### config.mk
export PLATFORM = sky130hd
export DESIGN_NAME = imm_gen
export DESIGN_NICKNAME = d
export VERILOG_FILES = /design/src/rtl/rv32i_pkg.sv /design/src/rtl/imm_decode.sv /design/src/rtl/imm_gen.sv
export SDC_FILE = /design/constraint.sdc
export NUM_CORES = 1
export LEC_CHECK = 0
export ABC_AREA = 1
export ABC_CLOCK_PERIOD_IN_PS = 1500
export BUFFER_PORTS_ARGS = -buffer_cell sky130_fd_sc_hd__buf_2
export CAP_MARGIN = 20
export CORE_MARGIN = 3
export CORE_UTILIZATION = 35
export DETAILED_ROUTE_END_ITERATION = 16
export SLEW_MARGIN = 20
export SYNTH_ARGS = -nofsm -noshare
export SYNTH_HDL_FRONTEND = slang
export SYNTH_SLANG_ARGS = --single-unit
### constraint.sdc
create_clock -name clk -period 1.5 [get_ports clk]
set_input_delay 0.225 -clock clk [delete_from_list [all_inputs] [get_ports clk]]
set_output_delay 0.225 -clock clk [all_outputs]
set_load 0.01 [all_outputs]
### src/rtl/rv32i_pkg.sv
// rv32i_pkg: shared RV32I opcode, format and funct3 constants
package rv32i_pkg;
  localparam logic [6:0] OPC_LOAD   = 7'b0000011;
  localparam logic [6:0] OPC_FENCE  = 7'b0001111;
  localparam logic [6:0] OPC_OP_IMM = 7'b0010011;
  localparam logic [6:0] OPC_AUIPC  = 7'b0010111;
  localparam logic [6:0] OPC_STORE  = 7'b0100011;
  localparam logic [6:0] OPC_OP     = 7'b0110011;
  localparam logic [6:0] OPC_LUI    = 7'b0110111;
  localparam logic [6:0] OPC_BRANCH = 7'b1100011;
  localparam logic [6:0] OPC_JALR   = 7'b1100111;
  localparam logic [6:0] OPC_JAL    = 7'b1101111;
  localparam logic [6:0] OPC_SYSTEM = 7'b1110011;
  localparam logic [2:0] FMT_R    = 3'd0;
  localparam logic [2:0] FMT_I    = 3'd1;
  localparam logic [2:0] FMT_S    = 3'd2;
  localparam logic [2:0] FMT_B    = 3'd3;
  localparam logic [2:0] FMT_U    = 3'd4;
  localparam logic [2:0] FMT_J    = 3'd5;
  localparam logic [2:0] FMT_NONE = 3'd7;
  localparam logic [2:0] F3_SLL = 3'b001;
  localparam logic [2:0] F3_SRx = 3'b101;
endpackage

### src/rtl/imm_decode.sv
// imm_decode: combinational opcode classification and immediate extraction
module imm_decode
  import rv32i_pkg::*;
(
  input  logic [31:0] instr,
  output logic [31:0] imm,
  output logic [2:0]  fmt,
  output logic        illegal
);
  logic [2:0] f3;
  assign f3 = instr[14:12];
  always_comb begin
    imm = '0;
    fmt = FMT_NONE;
    illegal = 1'b0;
    case (instr[6:0])
      OPC_LOAD, OPC_JALR, OPC_FENCE, OPC_SYSTEM: begin
        fmt = FMT_I;
        imm = {{20{instr[31]}}, instr[31:20]};
      end
      OPC_OP_IMM: begin
        fmt = FMT_I;
        // shift amounts are unsigned and must not carry SRAI's funct7
        imm = (f3 == F3_SLL || f3 == F3_SRx) ? {27'd0, instr[24:20]} : {{20{instr[31]}}, instr[31:20]};
      end
      OPC_STORE: begin
        fmt = FMT_S;
        imm = {{20{instr[31]}}, instr[31:25], instr[11:7]};
      end
      OPC_BRANCH: begin
        fmt = FMT_B;
        imm = {{19{instr[31]}}, instr[31], instr[7], instr[30:25], instr[11:8], 1'b0};
      end
      OPC_LUI, OPC_AUIPC: begin
        fmt = FMT_U;
        imm = {instr[31:12], 12'h000};
      end
      OPC_JAL: begin
        fmt = FMT_J;
        imm = {{11{instr[31]}}, instr[31], instr[19:12], instr[20], instr[30:21], 1'b0};
      end
      OPC_OP: fmt = FMT_R;
      default: illegal = 1'b1;
    endcase
  end
endmodule

### src/rtl/imm_gen.sv
// imm_gen: registered RV32I immediate generator with valid qualification
module imm_gen
  import rv32i_pkg::*;
#(
  parameter int XLEN = 32
) (
  input  logic            clk,
  input  logic            rst,
  input  logic            instr_valid,
  input  logic [31:0]     instr_in,
  output logic            imm_valid,
  output logic [XLEN-1:0] imm_out,
  output logic [2:0]      imm_fmt,
  output logic            illegal
);
  logic [31:0] dec_imm;
  logic [2:0]  dec_fmt;
  logic        dec_ill;
  logic        imm_valid_q, imm_valid_d;
  logic [31:0] imm_out_q, imm_out_d;
  logic [2:0]  imm_fmt_q, imm_fmt_d;
  logic        illegal_q, illegal_d;
  imm_decode u_dec (
    .instr   (instr_in),
    .imm     (dec_imm),
    .fmt     (dec_fmt),
    .illegal (dec_ill)
  );
  always_comb begin
    imm_valid_d = instr_valid;
    imm_out_d   = instr_valid ? dec_imm : imm_out_q;
    imm_fmt_d   = instr_valid ? dec_fmt : imm_fmt_q;
    illegal_d   = instr_valid ? dec_ill : illegal_q;
  end
  always_ff @(posedge clk) begin
    if (rst) begin
      imm_valid_q <= 1'b0;
      imm_out_q   <= '0;
      imm_fmt_q   <= FMT_R;
      illegal_q   <= 1'b0;
    end else begin
      imm_valid_q <= imm_valid_d;
      imm_out_q   <= imm_out_d;
      imm_fmt_q   <= imm_fmt_d;
      illegal_q   <= illegal_d;
    end
  end
  assign imm_valid = imm_valid_q;
  assign imm_out   = imm_out_q;
  assign imm_fmt   = imm_fmt_q;
  assign illegal   = illegal_q;
endmodule

==> flow_summary.toml <==
[floorplan]
rows = 28
initial_core_util = 0.375
core_area_um2 = 6170
boundaryPins = 72
die_x_um = 87.2
die-area_um2 = 7610
fp.dieH_um = 87.2

[timing]
period_minus_slack_ps = 1260
report.final.setup_viol = 0
finalSetupTns_ps = 0
period_share = 0.842
finalHoldViolCount = 0
relSlewSlack = 0.768
grt_setup_unrepaired = "no"
clock_skew_ps = 0
worst_pin_slew_ps = 345
fmax_mhz = 792
slew_violations = 0
hold_slack_ps = 208

[setup_path]
start_kind = "input port"
r2r-start = "imm_fmt[1]"
endpoint_kind = "register"
cp-startpoint = "instr_in[6]"
critical-path-top-delay-family = "simple AND/OR/NAND/NOR gates"
crit_slowest_cell = "nor3_1"
slowest_delay_ps = 320
crit_top_cell = "nand2_1"
arrival_ps = 1490
crit_type = "in -> reg"
crit_buf_inv = 2
cp_max_fo = 10
cp_cell_sequence = "buf_2 > nor3_1 > nand2_1 > buf_4 > nand2_2 > nand2_1 > nand3_1 > nand2_1 > a21oi_1"
critPathRequiredTime_ps = 1720

[final_layout]
regArea_um2 = 741
area_delta_synth_final_pct = 29.5
final_common_cell = "nand2_1"
layout_common_cells = "nand2_1 (134), buf_2 (71), nor2_1 (40)"
multi_input_area_um2 = 1340
final_area_um2 = 2990
diodes = 0
num-nets-final = 492
fillerInstances = 652
drive_gt1_frac = 0.303

[power]
power_leakage_nw = 1.54
p_sw_uw = 578
p_seq_frac = 0.451
p_per_area_nw_per_um2 = 749
combPwrFrac = 0.141
swShare = 0.258
ir_drop_v = 0.000548
power.clock.fraction = 0.408
power_report.internal_total_mw = 1.66

[logic_synthesis]
yosys.area_share.simple = 0.399
synth_compound_area_frac = 0.180
avgSynthCellArea_um2 = 6.16
synth_area_um2 = 2310
ys_warn_count = 0
synth_edf_count = 0
syn_nets = 410
synthMuxAreaShare = 0
synthArstFlopShare = 0
synthAdderAreaFrac = 0
synth_cell_types = 23
synth_xor_xnor_area_share = 0
synthFlopType = "dfxtp_1"
ys_seq_area_frac = 0.321
postSynthRegisterBits = 37
synth_top_family_by_area = "simple AND/OR/NAND/NOR gates"
syn_inst = 375

[grt]
grt.total_usage = 0.182
grt_pass1_vias = 2456
antenna_found_initial = 0
grt_start_max_net_pins = 35
gr-total-overflow = 0
grt_pass1_wl_mm = 11.2

[place]
post-dp-hpwl_mm = 4.89
io_buffer_count = 71
placed_area_um2 = 2870
gp_congestion = 0.804

[routing]
wire_per_inst_um = 12.2
wl_mm = 6.50
first_pass_iters = 4
detail-route-antenna-nets = 0
drtIter0Drc = 105
vias = 2589
vias_per_cell = 4.86
drc = 0

[min_path]
hold_class = "in -> reg"
min_from = "instr_valid"

[clocking]
postCtsSetupRepairBufs = 0
cts_resized = 0
cts_root_buffer = "clkbuf_8"
clkLatencyLatePin_ps = 290
clock_path_buffers = 2
cts_buffers = 5
hold_buffers = 0
clock-sinks = 37
htreeDepth = 2
path_clk_slew_ps = 70
cts_tree = "yes"

[outcome]
status = "finished, final reports clean"

[flow_run]
drv_cap = 0
==> kinds of logic after synthesis <==
| kind of cell | count (synthesis) |
|---|---|
| AOI/OAI and AO/OA | 66 |
| buffers and inverters | 49 |
| DFF | 37 |
| and+or+nand+nor | 223 |
==> synthesized netlist by cell type, types with 2 or more instances <==
cell type  instances  area, um2
dfxtp_1           37        741
buf_6              4       45.0
nor2_1            40        150
o21ai_0            6       30.0
clkbuf_1           8       30.0
nor3_1             2       10.0
buf_2              5       25.0
nand3_1           37        185
nor2_2             3       18.8
inv_2              3       11.3
inv_1             24       90.1
a21oi_2           20        175
nand2_1          134        503
nand2_2            4       25.0
a21oi_1           36        180
buf_4              3       22.5
o21ai_2            3       26.3
==> sequential cells by signal, indices dropped and copies added, names as in the netlist <==
register   cells
illegal        1
imm_out       32
imm_valid      1
imm_fmt        3
==> power groups by stage <==
stage,logic (mW),clock network (mW),registers [mW]
floorplan,0.154,0,1.04
global placement,0.319,0,1.03
detailed placement,0.320,0,1.03
CTS,0.321,0.935,1.01
global route,0.355,0.977,1.01
finish,0.317,0.913,1.01
==> worst register-to-register path: stages (launching register included) <==
cell and delay [ps]:
dfxtp_1 310, o21ai_0 170, a21oi_1 60
==> layer usage <==
layer	routed length, um	global-route usage	vias to the layer above
li1	-	-	1356
met1	3130	0.250	1158
met2	2900	0.290	65
met3	364	0.0331	10
met4	100	0.0530	0
met5	0	0	-
==> through the flow <==
| stage | util | total power [mW] | instances | setup WS (ps) |
|---|---|---|---|---|
| global route | 0.485 | 2.35 | 533 | 77.0 |
| detailed placement | 0.466 | 1.35 | 525 | -57.2 |
| global placement | 0.466 | 1.35 | 525 | -37.7 |
| finish | 0.485 | 2.24 | 533 | 237 |
| floorplan | - | 1.20 | 375 | 183 |
| CTS | 0.485 | 2.27 | 533 | 240 |
==> final cells by class <==
class,count,area share
clock buffer,6,0.0276
inverter,28,0.0351
timing repair buffer,96,0.198
clock inverter,2,0.0126
sequential,37,0.248
tap,75,0.0314
multi-input combinational,289,0.447
==> path summary, 6_finish.rpt <==
kind / to / slack, ps / depth (start not counted)
setup / recovery: imm_out[10] / 240 / 9
hold / removal: imm_fmt[0] / 210 / 2
setup reg to reg: imm_fmt[1] / 860 / 2
hold reg to reg: imm_out[7] / 460 / 2
(Power assumes the default switching activity.)
